### src/rtl/ram_sp_if.sv
// Request/response bus of the single-port RAM controller.
// The rsp_perr wire exists only when RAM_PARITY_EN is defined.
interface ram_sp_if #(
  parameter int DATA_WIDTH = 8,
  parameter int ADDR_WIDTH = 4
);
  logic                  req_valid;
  logic                  req_ready;
  logic                  req_write;
  logic [ADDR_WIDTH-1:0] req_addr;
  logic [DATA_WIDTH-1:0] req_wdata;
  logic                  rsp_valid;
  logic [DATA_WIDTH-1:0] rsp_rdata;
`ifdef RAM_PARITY_EN
  logic                  rsp_perr;

  modport master (
    output req_valid, req_write, req_addr, req_wdata,
    input  req_ready, rsp_valid, rsp_rdata, rsp_perr
  );
  modport slave (
    input  req_valid, req_write, req_addr, req_wdata,
    output req_ready, rsp_valid, rsp_rdata, rsp_perr
  );
`else
  modport master (
    output req_valid, req_write, req_addr, req_wdata,
    input  req_ready, rsp_valid, rsp_rdata
  );
  modport slave (
    input  req_valid, req_write, req_addr, req_wdata,
    output req_ready, rsp_valid, rsp_rdata
  );
`endif
endinterface

### src/rtl/ram_sp_ctrl.sv
// Single-port RAM with one-word-per-cycle clear sweep and valid/ready requests.
// Optional macro RAM_PARITY_EN adds a stored even-parity bit and rsp_perr.
module ram_sp_ctrl #(
  parameter int DATA_WIDTH = 8,
  parameter int ADDR_WIDTH = 4
) (
  input  logic   clk,
  input  logic   reset,
  ram_sp_if.slave bus,
  input  logic   clear_start,
  output logic   busy,
  output logic   clear_done
);
  localparam int DEPTH = 2 ** ADDR_WIDTH;
`ifdef RAM_PARITY_EN
  localparam int WORD_W = DATA_WIDTH + 1;
`else
  localparam int WORD_W = DATA_WIDTH;
`endif

  typedef enum logic {CLEAR, IDLE} state_t;

  state_t                state, state_nxt;
  logic [ADDR_WIDTH-1:0] clr_addr, clr_addr_nxt;
  logic                  ready_nxt, busy_nxt, done_nxt;

  logic [WORD_W-1:0]     mem [DEPTH];
  logic                  hs, rd_hs, mem_we;
  logic [ADDR_WIDTH-1:0] mem_waddr;
  logic [WORD_W-1:0]     mem_wword, rd_word;

  function automatic logic [WORD_W-1:0] pack_word(input logic [DATA_WIDTH-1:0] d);
`ifdef RAM_PARITY_EN
    return {^d, d};
`else
    return d;
`endif
  endfunction

  assign hs    = bus.req_valid && bus.req_ready;
  assign rd_hs = hs && !bus.req_write;

  always_ff @(posedge clk) begin
    if (!reset) begin
      state         <= CLEAR;
      clr_addr      <= '0;
      bus.req_ready <= 1'b0;
      busy          <= 1'b1;
      clear_done    <= 1'b0;
    end else begin
      state         <= state_nxt;
      clr_addr      <= clr_addr_nxt;
      bus.req_ready <= ready_nxt;
      busy          <= busy_nxt;
      clear_done    <= done_nxt;
    end
  end

  always_comb begin
    state_nxt    = state;
    clr_addr_nxt = clr_addr;
    ready_nxt    = bus.req_ready;
    busy_nxt     = busy;
    done_nxt     = 1'b0;
    case (state)
      CLEAR: begin
        // Address holds at DEPTH-1 on the final sweep edge rather than wrapping.
        if (clr_addr == '1) begin
          state_nxt = IDLE;
          busy_nxt  = 1'b0;
          ready_nxt = 1'b1;
          done_nxt  = 1'b1;
        end else begin
          clr_addr_nxt = clr_addr + 1'b1;
        end
      end
      IDLE: begin
        if (clear_start) begin
          state_nxt    = CLEAR;
          clr_addr_nxt = '0;
          ready_nxt    = 1'b0;
          busy_nxt     = 1'b1;
        end
      end
      default: state_nxt = CLEAR;
    endcase
  end

  // One shared write port: sweep in CLEAR, accepted writes in IDLE.
  always_comb begin
    mem_we    = 1'b0;
    mem_waddr = bus.req_addr;
    mem_wword = pack_word(bus.req_wdata);
    if (state == CLEAR) begin
      mem_we    = reset;
      mem_waddr = clr_addr;
      mem_wword = '0;
    end else if (hs && bus.req_write) begin
      mem_we = reset;
    end
  end

  always_ff @(posedge clk) begin
    if (mem_we) mem[mem_waddr] <= mem_wword;
  end

  assign rd_word = mem[bus.req_addr];

  always_ff @(posedge clk) begin
    if (!reset) begin
      bus.rsp_valid <= 1'b0;
      bus.rsp_rdata <= '0;
`ifdef RAM_PARITY_EN
      bus.rsp_perr  <= 1'b0;
`endif
    end else begin
      bus.rsp_valid <= rd_hs;
      if (rd_hs) begin
        bus.rsp_rdata <= rd_word[DATA_WIDTH-1:0];
`ifdef RAM_PARITY_EN
        bus.rsp_perr  <= ^rd_word;
`endif
      end
    end
  end
endmodule
### src/flat_wrapper.sv
// flat-port wrapper written by rule: the top's interface ports become plain ports
module ram_sp_ctrl_flat 
#(
  parameter int DATA_WIDTH = 8,
  parameter int ADDR_WIDTH = 4
)
  (clk, reset, clear_start, busy, clear_done, bus_req_valid, bus_req_write, bus_req_addr, bus_req_wdata, bus_req_ready, bus_rsp_valid, bus_rsp_rdata);
  ram_sp_if #(.DATA_WIDTH(DATA_WIDTH), .ADDR_WIDTH(ADDR_WIDTH)) bus_i ();
  input  logic clk;
  input  logic reset;
  input  logic clear_start;
  output logic busy;
  output logic clear_done;
  input wire logic [$bits(bus_i.req_valid)-1:0] bus_req_valid;
  input wire logic [$bits(bus_i.req_write)-1:0] bus_req_write;
  input wire logic [$bits(bus_i.req_addr)-1:0] bus_req_addr;
  input wire logic [$bits(bus_i.req_wdata)-1:0] bus_req_wdata;
  output wire logic [$bits(bus_i.req_ready)-1:0] bus_req_ready;
  output wire logic [$bits(bus_i.rsp_valid)-1:0] bus_rsp_valid;
  output wire logic [$bits(bus_i.rsp_rdata)-1:0] bus_rsp_rdata;
  assign bus_i.req_valid = bus_req_valid;
  assign bus_i.req_write = bus_req_write;
  assign bus_i.req_addr = bus_req_addr;
  assign bus_i.req_wdata = bus_req_wdata;
  assign bus_req_ready = bus_i.req_ready;
  assign bus_rsp_valid = bus_i.rsp_valid;
  assign bus_rsp_rdata = bus_i.rsp_rdata;
  ram_sp_ctrl #(.DATA_WIDTH(DATA_WIDTH), .ADDR_WIDTH(ADDR_WIDTH)) u_core (.clk(clk), .reset(reset), .bus(bus_i), .clear_start(clear_start), .busy(busy), .clear_done(clear_done));
endmodule
### config.mk
export PLATFORM = sky130hd
export DESIGN_NAME = ram_sp_ctrl_flat
export DESIGN_NICKNAME = d
export VERILOG_FILES = /design/src/rtl/ram_sp_if.sv /design/src/rtl/ram_sp_ctrl.sv /design/src/flat_wrapper.sv
export SDC_FILE = /design/constraint.sdc
export NUM_CORES = 1
export LEC_CHECK = 0
export BUFFER_PORTS_ARGS = -buffer_cell sky130_fd_sc_hd__buf_2
export CAP_MARGIN = 20
export CORE_MARGIN = 3
export CORE_UTILIZATION = 35
export DETAILED_ROUTE_END_ITERATION = 10
export GPL_TIMING_DRIVEN = 0
export SYNTH_ARGS = -nofsm -noshare
export SYNTH_HDL_FRONTEND = slang
export SYNTH_SLANG_ARGS = --single-unit
### constraint.sdc
create_clock -name clk -period 2.7 [get_ports clk]
set_input_delay 0.54 -clock clk [delete_from_list [all_inputs] [get_ports clk]]
set_output_delay 0.54 -clock clk [all_outputs]
set_load 0.1 [all_outputs]
==> reports/qor.log, run 1 <==
[global_routing] overall global routing resource usage 14.7%
[layout] total number of nets in the final design 385
[run_status] outcome finished, final reports clean
[route] number of optimization iterations in the first detailed-route pass 4
[sta] Max Slew Vio Count 0
[pwr] overall power after layout 4900 uW
[min_path] Hold Path Stages 2
[die] starting density of the core 36.1%
[critical_path] critical path startpoint category flip-flop
[die] num ports 29
[min_path] worst hold path class in2reg
[route] Routed met1 length 5470 microns
[sta] Final period util 93.0%
[place] RD Place Congestion 0.812
[global_routing] maximum number of pins on one net before global-route repair 17
[place] dpl ws -0.195 ns
[critical_path] worst path required time 2.74 ns
[pwr] highest ir drop seen on vdd 420 uV
[clock_tree] H-tree levels 4
[sta] final period demand of the worst path 2.51 ns
[die] die extent in y 135 microns
[layout] n_diodes 0
[clock_tree] post-CTS clock slew at the launch and capture registers of the worst setup and hold paths 0.06 ns
[yosys] prevailing post-synth register cell sky130_fd_sc_hd__edfxtp_1
[die] Cell Rows 46
[sta] Clock Skews 0.0124 ns
[global_routing] number of antenna violations at the first check in global routing 0
[critical_path] highest fanout seen on the critical path 10
[global_routing] wire length of the first global-routing pass 19,100 microns
[critical_path] R2R Path End u_core.mem[4][6]
[yosys] number of synthesized register bits 145
[run] Max Cap Violations 0
[yosys] Yosys Warn Count 0
[yosys] cell area after synthesis 5780 sq um
[layout] commonest non-fill, non-tap cell in the layout sky130_fd_sc_hd__edfxtp_1
[clock_tree] buffer type at the clock tree root sky130_fd_sc_hd__clkbuf_16
[route] met3 WL 623 microns
[clock_tree] CTS sink count 145
[yosys] share of flip-flops with an asynchronous set or reset after synthesis 0%
[sta] post-route setup slack 0.190 ns
[min_path] launch instance of the worst min-delay path reset
[sta] number of hold violations in the final report 0
[min_path] endpoint with the worst hold slack u_core.bus.rsp_valid
[yosys] register area share after synthesis 72.4%
[die] area of the core 16,000 sq um
[critical_path] Data arrival, critical path 2.55 ns
[layout] fraction of layout instances using a drive strength above 1 20.0%
[clock_tree] clk_lat worst skew 0.42 ns
[critical_path] R2R Setup Slk 0.19 ns
[global_routing] vias in the first global route 3,134
[place] post-placement cell area 6180 sq um
[sta] RSZ-0062 raised after global routing no
[route] final routed wire length divided by cell count 20.9 microns
[pwr] Leak 0.00214 uW
[sta] relative slew slack 40.8%
[pwr] power density of the placed cells 725 nW/um^2
[critical_path] depth of the worst register-to-register path 6
[layout] most frequent cells in the layout 128 x sky130_fd_sc_hd__edfxtp_1, 28 x sky130_fd_sc_hd__buf_2, 21 x sky130_fd_sc_hd__nor2_1, 21 x sky130_fd_sc_hd__mux2i_1
[route] Highest Signal Layer met4
[place] Post-DP HPWL 8180 microns
[clock_tree] Inserted Clock Buffers 17
[sta] highest attainable clock frequency 398 MHz
[die] area of the die 18,100 sq um
[yosys] number of cells produced by synthesis 322
[critical_path] startpoint-to-endpoint class of the critical path reg2reg
[yosys] synthesized netlist net count 340
[clock_tree] TritonCTS clock tree built
[route] vias after detailed routing 3,086
[layout] summed area of non-filler cells in the final layout 6760 sq um
[route] Antenna Violating Nets Remaining 0
[sta] Setup violations, final 0
[clock_tree] count of hold-fix buffers inserted at cts 0
[yosys] count of unique library cells instantiated by Yosys 37
[yosys] number of enable flip-flop cells after synthesis 128
[critical_path] Critical Path End Type flip-flop
[clock_tree] number of buffers between clock root and the deepest sink 2
[layout] post-route non-filler standard cell count 596
[place] IO buf count 26
[route] remaining routing DRC violations 0
[clock_tree] number of gates given a new drive strength after cts 0
[global_routing] total grt overflow 0
[route] number of vias per cell after detailed routing 5.18
[critical_path] reg2reg start u_core.state
[layout] area delta synth->final 16.9%
[route] first-iteration detailed-routing DRC count 166
[clock_tree] setup repair bufs after CTS 0
[yosys] Avg Synthesized Cell Area 18.0 sq um
[route] metal2 WL 6190 microns
[die] horizontal die dimension 135 microns
[sta] transition at the pin with the smallest max-transition slack 0.884 ns
[place] total instance count after detailed placement 564
[route] Detailed Route WL 12,500 microns
==> kinds of logic after synthesis <==
| family | Yosys count | share of synthesized area [%] |
|---|---|---|
| AO/OA/AOI/OAI | 42 | 4.89 |
| flip-flops | 145 | 72.4 |
| buffers and inverters | 18 | 1.54 |
| multiplexers | 49 | 14.9 |
| adder cells (fa/ha/maj) | 1 | 0.216 |
| AND/OR/NAND/NOR | 66 | 5.97 |
| XOR/XNOR | 1 | 0.152 |
==> power breakdown <==
part           internal, uW  switching [uW]
sequential             2440            13.0
combinational          69.1            98.1
clock                  1430             851
total                  3940             962
==> worst max-delay path by stage <==
stage | start | endpoint | slack, ns | depth (start not counted)
3_3_place_gp | reset | u_core.mem[1][2] | -0.07 | 5
4_1_cts | u_core.state | u_core.mem[4][6] | 0.20 | 6
5_1_grt | u_core.state | u_core.mem[4][6] | 0.01 | 6
2_1_floorplan | u_core.bus.req_ready | u_core.mem[8][0] | 0.27 | 4
3_5_place_dp | reset | u_core.mem[2][1] | -0.19 | 5
6_report | u_core.state | u_core.mem[4][6] | 0.19 | 6
==> critical path, cell delays in order (launching register included) <==
cell	delay [ns]
sky130_fd_sc_hd__dfxtp_1	0.30
sky130_fd_sc_hd__clkbuf_1	0.31
sky130_fd_sc_hd__clkbuf_1	0.39
sky130_fd_sc_hd__nand2_1	0.09
sky130_fd_sc_hd__o22ai_1	0.17
sky130_fd_sc_hd__nand2_1	0.14
sky130_fd_sc_hd__nor2_1	0.73
==> synthesized netlist by cell type (2+ instances only) <==
| master | n | area (sq um) |
|---|---|---|
| sky130_fd_sc_hd__a21oi_1 | 2 | 10.0 |
| sky130_fd_sc_hd__a22oi_1 | 8 | 60.1 |
| sky130_fd_sc_hd__a31oi_1 | 3 | 18.8 |
| sky130_fd_sc_hd__a32oi_1 | 7 | 61.3 |
| sky130_fd_sc_hd__and2_1 | 12 | 75.1 |
| sky130_fd_sc_hd__buf_1 | 2 | 7.51 |
| sky130_fd_sc_hd__buf_2 | 2 | 10.0 |
| sky130_fd_sc_hd__buf_6 | 2 | 22.5 |
| sky130_fd_sc_hd__clkbuf_1 | 8 | 30.0 |
| sky130_fd_sc_hd__dfxtp_1 | 17 | 340 |
| sky130_fd_sc_hd__edfxtp_1 | 128 | 3840 |
| sky130_fd_sc_hd__inv_1 | 2 | 7.51 |
| sky130_fd_sc_hd__mux2_2 | 2 | 22.5 |
| sky130_fd_sc_hd__mux2i_1 | 21 | 210 |
| sky130_fd_sc_hd__mux4_1 | 11 | 289 |
| sky130_fd_sc_hd__mux4_2 | 15 | 338 |
| sky130_fd_sc_hd__nand2_1 | 9 | 33.8 |
| sky130_fd_sc_hd__nand2b_1 | 9 | 56.3 |
| sky130_fd_sc_hd__nand3_1 | 3 | 15.0 |
| sky130_fd_sc_hd__nor2_1 | 21 | 78.8 |
| sky130_fd_sc_hd__nor2b_1 | 2 | 12.5 |
| sky130_fd_sc_hd__nor3_1 | 2 | 10.0 |
| sky130_fd_sc_hd__nor3b_1 | 5 | 37.5 |
| sky130_fd_sc_hd__o21a_1 | 3 | 22.5 |
| sky130_fd_sc_hd__o21ai_0 | 11 | 55.1 |
| sky130_fd_sc_hd__o21ai_1 | 2 | 10.0 |
| sky130_fd_sc_hd__o22ai_1 | 3 | 18.8 |
==> through the flow <==
stage	setup TNS, ns	hold WS [ns]	util [%]
finish	0	0.468	42.2
global route	0	0.461	42.2
CTS	0	0.457	42.2
detailed placement	-8.81	0.468	38.6
global placement	-4.02	0.482	38.6
floorplan	0	0.520	-
==> flip-flops by register name, summed over array words and instances, names as in the netlist <==
name	flops
u_core.state	1
u_core.clr_addr	4
u_core.mem	128
u_core.bus.req_ready	1
u_core.bus.rsp_rdata	8
u_core.clear_done	1
u_core.busy	1
u_core.bus.rsp_valid	1
==> layer usage <==
layer / track usage, % / up-vias
li1: - / 1395
met1: 19.6 / 1598
met2: 23.4 / 80
met3: 4.14 / 13
met4: 5.32 / 0
met5: 0 / -
==> layout make-up <==
class | count | area [sq um]
well taps | 216 | 270
repair buffers | 26 | 130
clock buffers | 18 | 429
flip-flops and latches | 145 | 4180
plain buffers | 15 | 77.6
clock inverters | 14 | 146
fillers | 1477 | 9240
multi-input cells | 159 | 1510
inverters | 3 | 11.3
(Power assumes the default switching activity.)
==> run 2: changes to the inputs <==
--- a/config.mk
+++ b/config.mk
@@ -6,11 +6,14 @@
 export NUM_CORES = 1
 export LEC_CHECK = 0
 export BUFFER_PORTS_ARGS = -buffer_cell sky130_fd_sc_hd__buf_2
-export CAP_MARGIN = 20
+export CAP_MARGIN = 25
+export CELL_PAD_IN_SITES_DETAIL_PLACEMENT = 1
+export CELL_PAD_IN_SITES_GLOBAL_PLACEMENT = 1
 export CORE_MARGIN = 3
 export CORE_UTILIZATION = 35
 export DETAILED_ROUTE_END_ITERATION = 10
 export GPL_TIMING_DRIVEN = 0
+export PLACE_DENSITY_LB_ADDON = 0.1
 export SYNTH_ARGS = -nofsm -noshare
 export SYNTH_HDL_FRONTEND = slang
 export SYNTH_SLANG_ARGS = --single-unit
==> constraint.sdc (replaced) <==
create_clock -name clk -period 2.7 [get_ports clk]
set_input_delay 0 -clock clk [delete_from_list [all_inputs] [get_ports clk]]
set_output_delay 0 -clock clk [all_outputs]
set_load 0.1 [all_outputs]
==> reports/qor.log, run 2 (synthesis results as in run 1) <==
[die] area of the core 16,000 sq um [unchanged]
[sta] Max Slew Vio Count 0 [unchanged]
[layout] total number of nets in the final design 390 [was 385]
[clock_tree] Inserted Clock Buffers 17 [unchanged]
[critical_path] critical path startpoint category flip-flop [unchanged]
[place] IO buf count 26 [unchanged]
[layout] largest registers u_core.mem x128, u_core.bus.rsp_rdata x8, u_core.clr_addr x4 [unchanged]
[sta] number of hold violations in the final report 0 [unchanged]
[global_routing] overall global routing resource usage 16.4% [was 14.7%]
[sta] final hold slack 0.206 ns [was 0.468 ns]
[critical_path] launch point of the worst path u_core.state [unchanged]
[route] vias after detailed routing 3,094 [was 3,086]
[sta] highest attainable clock frequency 388 MHz [was 398 MHz]
[global_routing] vias in the first global route 3,297 [was 3,134]
[min_path] Hold Path Stages 3 [was 2]
[place] Post-DP HPWL 8960 microns [was 8180 microns]
[critical_path] startpoint-to-endpoint class of the critical path reg2reg [unchanged]
[pwr] overall power after layout 4850 uW [was 4900 uW]
[layout] final core utilization 42.5% [was 42.2%]
[clock_tree] buffer type at the clock tree root sky130_fd_sc_hd__clkbuf_16 [unchanged]
[critical_path] worst path required time 2.74 ns [about the same]
[critical_path] highest fanout seen on the critical path 10 [unchanged]
[pwr] clock network fraction of total power 45.8% [was 46.5%]
[pwr] highest ir drop seen on vdd 432 uV [was 420 uV]
[sta] RSZ-0062 raised after global routing yes [was no]
[clock_tree] post-CTS clock slew at the launch and capture registers of the worst setup and hold paths 0.06 ns [about the same]
[sta] Setup violations, final 0 [unchanged]
[layout] top register by number of flip-flops u_core.mem [unchanged]
[pwr] power spent charging and discharging nets 965 uW [was 962 uW]
[die] horizontal die dimension 135 microns [unchanged]
[layout] flip-flop count of the largest register after layout 128 [unchanged]
[global_routing] total grt overflow 0 [unchanged]
[pwr] power density of the placed cells 714 nW/um^2 [was 725 nW/um^2]
[route] first-iteration detailed-routing DRC count 201 [was 166]
[route] number of optimization iterations in the first detailed-route pass 4 [unchanged]
[sta] final period demand of the worst path 2.58 ns [was 2.51 ns]
[route] remaining routing DRC violations 0 [unchanged]
[layout] most frequent cells in the layout 128 x sky130_fd_sc_hd__edfxtp_1, 28 x sky130_fd_sc_hd__buf_2, 21 x sky130_fd_sc_hd__mux2i_1 [was 128 x sky130_fd_sc_hd__edfxtp_1, 28 x sky130_fd_sc_hd__buf_2, 21 x sky130_fd_sc_hd__nor2_1, 21 x sky130_fd_sc_hd__mux2i_1]
[min_path] worst hold path class in2reg [unchanged]
[critical_path] R2R Setup Slk 0.12 ns [was 0.19 ns]
[clock_tree] CTS sink count 145 [unchanged]
[critical_path] depth of the worst register-to-register path 4 [was 6]
[run_status] outcome finished, final reports clean [unchanged]
[layout] area delta synth->final 17.7% [was 16.9%]
[critical_path] reg2reg start u_core.state [unchanged]
[critical_path] Data arrival, critical path 2.62 ns [was 2.55 ns]
[critical_path] Critical Path End Type flip-flop [unchanged]
[clock_tree] number of buffers between clock root and the deepest sink 2 [unchanged]
[global_routing] wire length of the first global-routing pass 21,000 microns [was 19,100 microns]
[die] num ports 29 [unchanged]
[pwr] Leak 0.00215 uW [was 0.00214 uW]
[clock_tree] clk_lat worst skew 0.42 ns [about the same]
[route] Detailed Route WL 13,800 microns [was 12,500 microns]
[sta] Clock Skews 0.00704 ns [was 0.0124 ns]
[min_path] launch instance of the worst min-delay path bus_req_addr[2] [was reset]
[run] Max Cap Violations 0 [unchanged]
[route] final routed wire length divided by cell count 23.0 microns [was 20.9 microns]
[die] die extent in y 135 microns [unchanged]
[die] starting density of the core 36.1% [unchanged]
[pwr] switching fraction of total power 19.9% [was 19.6%]
[route] number of vias per cell after detailed routing 5.15 [was 5.18]
[pwr] Internal 3890 uW [was 3940 uW]
[clock_tree] H-tree levels 4 [unchanged]
[die] Cell Rows 46 [unchanged]
[clock_tree] TritonCTS clock tree built [unchanged]
[global_routing] number of antenna violations at the first check in global routing 1 [was 0]
[sta] Final period util 95.5% [was 93.0%]
[pwr] relative contribution of sequential cells to total power 50.5% [was 50.0%]
[layout] commonest non-fill, non-tap cell in the layout sky130_fd_sc_hd__edfxtp_1 [unchanged]
[global_routing] maximum number of pins on one net before global-route repair 17 [unchanged]
[pwr] combinational share of power 3.7% [was 3.4%]
[sta] relative slew slack 34.3% [was 40.8%]
[die] area of the die 18,100 sq um [unchanged]
[min_path] endpoint with the worst hold slack u_core.bus.rsp_rdata[0] [was u_core.bus.rsp_valid]
[sta] transition at the pin with the smallest max-transition slack 0.981 ns [was 0.884 ns]
[layout] fraction of layout instances using a drive strength above 1 21.3% [was 20.0%]
[place] RD Place Congestion 0.739 [was 0.812]
[route] Antenna Violating Nets Remaining 0 [unchanged]
[layout] n_diodes 0 [unchanged]
[critical_path] R2R Path End u_core.mem[9][0] [was u_core.mem[4][6]]
==> run 2: cell types whose count changed in the layout (fill, tap and decap cells not counted), sizes merged <==
cell         before  now
clkinv           10    5
clkinvlp          1    0
clkbuf           26   33
bufinv            3    2
dlygate4sd3       0    4
buf              33   34
==> run 2: what timing repair did <==
item	in CTS	in global routing
setup buffers	0	0
hold endpoints to repair	7	0
setup endpoints to repair	0	72
resized for setup	0	8
hold buffers	4	0
==> run 2: worst max-delay path: stages (launching register included) <==
cell	delay, ns
sky130_fd_sc_hd__dfxtp_1	0.31
sky130_fd_sc_hd__clkbuf_1	0.35
sky130_fd_sc_hd__buf_1	0.44
sky130_fd_sc_hd__a31oi_1	0.29
sky130_fd_sc_hd__nor2_1	0.81
==> run 2: how the worst max path moves through the flow <==
| stage | slack (ns) | to | cells after the start |
|---|---|---|---|
| 2_1_floorplan | 0.27 | u_core.mem[8][0] | 4 |
| 3_3_place_gp | 0.08 | u_core.mem[8][2] | 4 |
| 3_5_place_dp | 0.04 | u_core.mem[8][4] | 4 |
| 4_1_cts | 0.02 | u_core.mem[8][0] | 4 |
| 5_1_grt | -0.15 | u_core.mem[5][5] | 6 |
| 6_report | 0.12 | u_core.mem[9][0] | 4 |
==> run 2: metrics by stage <==
step           cell area, sq um  TNS (ns)  cells  worst slack (ns)
6_report                   6800         0    601             0.121
5_1_grt                    6800     -2.82    601            -0.148
4_1_cts                    6780         0    600            0.0192
3_5_place_dp               6180         0    564            0.0353
3_3_place_gp               6180         0    564            0.0813
2_1_floorplan              5780         0    322             0.272
==> run 2: final cells by class <==
class	instances	area [sq um]
fillers	1617	9200
flip-flops and latches	145	4180
multi-input cells	159	1530
clock buffers	25	465
well taps	216	270
repair buffers	31	178
clock inverters	7	87.6
plain buffers	15	77.6
inverters	3	11.3
==> run 2: layer usage <==
metal,up-vias,global-route usage (%),share of wire (%)
met2,56,25.7,48
met1,1626,23.0,47
met5,-,0,0
met3,13,3.80,4.0
li1,1399,-,-
met4,0,5.09,1.4
==> run 2: power by group through the flow <==
stage	sequential [uW]	combinational, uW	clock [uW]
6_report	2450	180	2220
5_1_grt	2450	198	2360
4_1_cts	2450	183	2270
3_5_place_dp	2500	179	0
3_3_place_gp	2500	176	0
2_1_floorplan	2490	113	0
==> run 3: changes to the inputs <==
--- a/config.mk
+++ b/config.mk
@@ -10,7 +10,7 @@
 export CELL_PAD_IN_SITES_DETAIL_PLACEMENT = 1
 export CELL_PAD_IN_SITES_GLOBAL_PLACEMENT = 1
 export CORE_MARGIN = 3
-export CORE_UTILIZATION = 35
+export CORE_UTILIZATION = 52
 export DETAILED_ROUTE_END_ITERATION = 10
 export GPL_TIMING_DRIVEN = 0
 export PLACE_DENSITY_LB_ADDON = 0.1
==> reports/qor.log, run 3 (synthesis results as in run 1) <==
[sta] number of hold violations in the final report 0 [unchanged]
[global_routing] total grt overflow 0 [unchanged]
[clock_tree] number of buffers between clock root and the deepest sink 2 [unchanged]
[route] first-iteration detailed-routing DRC count 228 [was 201]
[pwr] Leak 0.00215 uW [about the same]
[run_status] outcome finished, final reports clean [unchanged]
[clock_tree] buffer type at the clock tree root sky130_fd_sc_hd__clkbuf_8 [was sky130_fd_sc_hd__clkbuf_16]
[min_path] Hold Path Stages 4 [was 3]
[critical_path] worst path required time 2.85 ns [was 2.74 ns]
[critical_path] Data arrival, critical path 2.64 ns [was 2.62 ns]
[critical_path] depth of the worst register-to-register path 6 [was 4]
[sta] final period demand of the worst path 2.48 ns [was 2.58 ns]
[die] Cell Rows 37 [was 46]
[critical_path] Slowest cell on crit path sky130_fd_sc_hd__nor2_1 [unchanged]
[route] Antenna Violating Nets Remaining 0 [unchanged]
[layout] Filler Cell Count 925 [was 1,617]
[pwr] Internal 3930 uW [was 3890 uW]
[route] final routed wire length divided by cell count 25.4 microns [was 23.0 microns]
[global_routing] vias in the first global route 3,331 [was 3,297]
[sta] post-route setup slack 0.215 ns [was 0.121 ns]
[pwr] highest ir drop seen on vdd 718 uV [was 432 uV]
[pwr] power spent charging and discharging nets 1050 uW [was 965 uW]
[die] area of the die 12,400 sq um [was 18,100 sq um]
[run] Max Cap Violations 0 [unchanged]
[sta] Clock Skews 0.00621 ns [was 0.00704 ns]
[die] num ports 29 [unchanged]
[route] number of vias per cell after detailed routing 6.05 [was 5.15]
[route] number of optimization iterations in the first detailed-route pass 4 [unchanged]
[pwr] combinational share of power 3.5% [was 3.7%]
[sta] transition at the pin with the smallest max-transition slack 0.886 ns [was 0.981 ns]
[die] area of the core 10,600 sq um [was 16,000 sq um]
[die] starting density of the core 54.8% [was 36.1%]
[layout] final core utilization 63.6% [was 42.5%]
[layout] summed area of non-filler cells in the final layout 6710 sq um [was 6800 sq um]
[critical_path] Worst path max stage delay 0.69 ns [was 0.81 ns]
[sta] Final period util 92.0% [was 95.5%]
[clock_tree] Inserted Clock Buffers 17 [unchanged]
[route] Detailed Route WL 13,200 microns [was 13,800 microns]
[layout] top register by number of flip-flops u_core.mem [unchanged]
[sta] relative slew slack 40.7% [was 34.3%]
[layout] FF/Latch Area 4180 sq um [unchanged]
[die] horizontal die dimension 111 microns [was 135 microns]
[layout] total number of nets in the final design 388 [was 390]
[clock_tree] CTS sink count 145 [unchanged]
[place] Post-DP HPWL 8500 microns [was 8960 microns]
[sta] highest attainable clock frequency 402 MHz [was 388 MHz]
[pwr] clock network fraction of total power 47.3% [was 45.8%]
[clock_tree] H-tree levels 4 [unchanged]
[sta] Setup violations, final 0 [unchanged]
[place] RD Place Congestion 0.781 [was 0.739]
[critical_path] Critical Path End Type flip-flop [unchanged]
[place] post-placement cell area 6080 sq um [was 6180 sq um]
[place] dpl ws 0.175 ns [was 0.0353 ns]
[route] vias after detailed routing 3,142 [was 3,094]
[clock_tree] post-CTS clock slew at the launch and capture registers of the worst setup and hold paths 0.06 ns [about the same]
[die] die extent in y 111 microns [was 135 microns]
[sta] RSZ-0062 raised after global routing no [was yes]
[global_routing] wire length of the first global-routing pass 20,600 microns [was 21,000 microns]
[min_path] worst hold path class in2reg [unchanged]
[place] IO buf count 26 [unchanged]
[critical_path] startpoint-to-endpoint class of the critical path reg2reg [unchanged]
[layout] largest registers u_core.mem x128, u_core.bus.rsp_rdata x8, u_core.clr_addr x4 [unchanged]
[clock_tree] setup repair bufs after CTS 0 [unchanged]
[layout] multi-input gate area in the final layout 1510 sq um [was 1530 sq um]
[layout] most frequent cells in the layout 128 x sky130_fd_sc_hd__edfxtp_1, 28 x sky130_fd_sc_hd__buf_2, 21 x sky130_fd_sc_hd__mux2i_1 [unchanged]
[layout] flip-flop count of the largest register after layout 128 [unchanged]
[pwr] switching fraction of total power 21.1% [was 19.9%]
[layout] commonest non-fill, non-tap cell in the layout sky130_fd_sc_hd__edfxtp_1 [unchanged]
[layout] n_diodes 0 [unchanged]
[critical_path] cells along the critical path clkbuf_1 > clkbuf_1 > nand2_1 > o22ai_1 > nand2_1 > nor2_1 [was clkbuf_1 > buf_1 > a31oi_1 > nor2_1]
[global_routing] maximum number of pins on one net before global-route repair 17 [unchanged]
[global_routing] overall global routing resource usage 22.9% [was 16.4%]
[clock_tree] TritonCTS clock tree built [unchanged]
[global_routing] number of antenna violations at the first check in global routing 0 [was 1]
[sta] Max Slew Vio Count 0 [unchanged]
[critical_path] highest fanout seen on the critical path 10 [unchanged]
[sta] setup total negative slack 0 ns [unchanged]
[clock_tree] clk_lat worst skew 0.53 ns [was 0.42 ns]
[pwr] power density of the placed cells 741 nW/um^2 [was 714 nW/um^2]
[pwr] relative contribution of sequential cells to total power 49.3% [was 50.5%]
[layout] area delta synth->final 16.1% [was 17.7%]
[route] remaining routing DRC violations 0 [unchanged]
[layout] fraction of layout instances using a drive strength above 1 21.1% [was 21.3%]
[critical_path] critical path startpoint category flip-flop [unchanged]
==> run 3: cell types whose count changed in the layout (fill, tap and decap cells not counted), moves of 3 or more <==
cell                       change
sky130_fd_sc_hd__clkbuf_1      -7
sky130_fd_sc_hd__clkinv_4      +4
sky130_fd_sc_hd__inv_6         +3
sky130_fd_sc_hd__nor2_1        +7
sky130_fd_sc_hd__nor2_2        -7
==> run 3: cell type report <==
| class | instances | area share [%] |
|---|---|---|
| multi-input cells | 159 | 22.5 |
| well taps | 136 | 2.53 |
| repair buffers | 29 | 2.39 |
| flip-flops and latches | 145 | 62.3 |
| clock buffers | 17 | 6.17 |
| plain buffers | 15 | 1.16 |
| inverters | 3 | 0.168 |
| clock inverters | 15 | 2.74 |
==> run 3: worst max-delay path: cells and delay by family, from the launching register on <==
family	cells	cell delay [ns]
AOI/OAI and AO/OA	1	0.16
and+or+nand+nor	3	0.94
buffers and inverters	2	0.71
DFF	1	0.30
==> run 3: per-layer routing <==
layer / vias to the layer above / global-route usage (%) / wire length, microns
li1: 1396 / - / -
met1: 1661 / 32.2 / 5970
met2: 69 / 36.4 / 6540
met3: 16 / 4.40 / 470
met4: 0 / 7.95 / 184
met5: - / 0 / 0
==> run 3: final timing paths <==
path | from | end | slack, ns
max reg2reg | u_core.state | u_core.mem[7][4] | 0.22
min | bus_req_addr[3] | u_core.bus.rsp_rdata[1] | 0.02
max | u_core.state | u_core.mem[7][4] | 0.22
min reg2reg | u_core.bus.rsp_rdata[3] | u_core.bus.rsp_rdata[3] | 0.47
==> run 3: timing repair <==
action	CTS	global route
hold endpoints to repair	9	0
hold buffers	3	0
resized for setup	0	1
setup endpoints to repair	0	8
==> run 3: per-stage QoR <==
stage / std cells / power [uW] / hold WS [ns]
after floorplan: 322 / 2610 / 0.182
after global placement: 484 / 2660 / 0.354
after CTS: 519 / 5000 / 0.00219
final: 519 / 4970 / 0.0206
after global routing: 519 / 5130 / 0.0613
after detailed placement: 484 / 2670 / 0.376
==> run 3: power by group through the flow <==
stage / sequential [uW] / clock [uW] / combinational (uW)
floorplan: 2490 / 0 / 113
global placement: 2500 / 0 / 164
detailed placement: 2500 / 0 / 169
CTS: 2450 / 2370 / 173
global route: 2450 / 2490 / 187
finish: 2450 / 2350 / 172
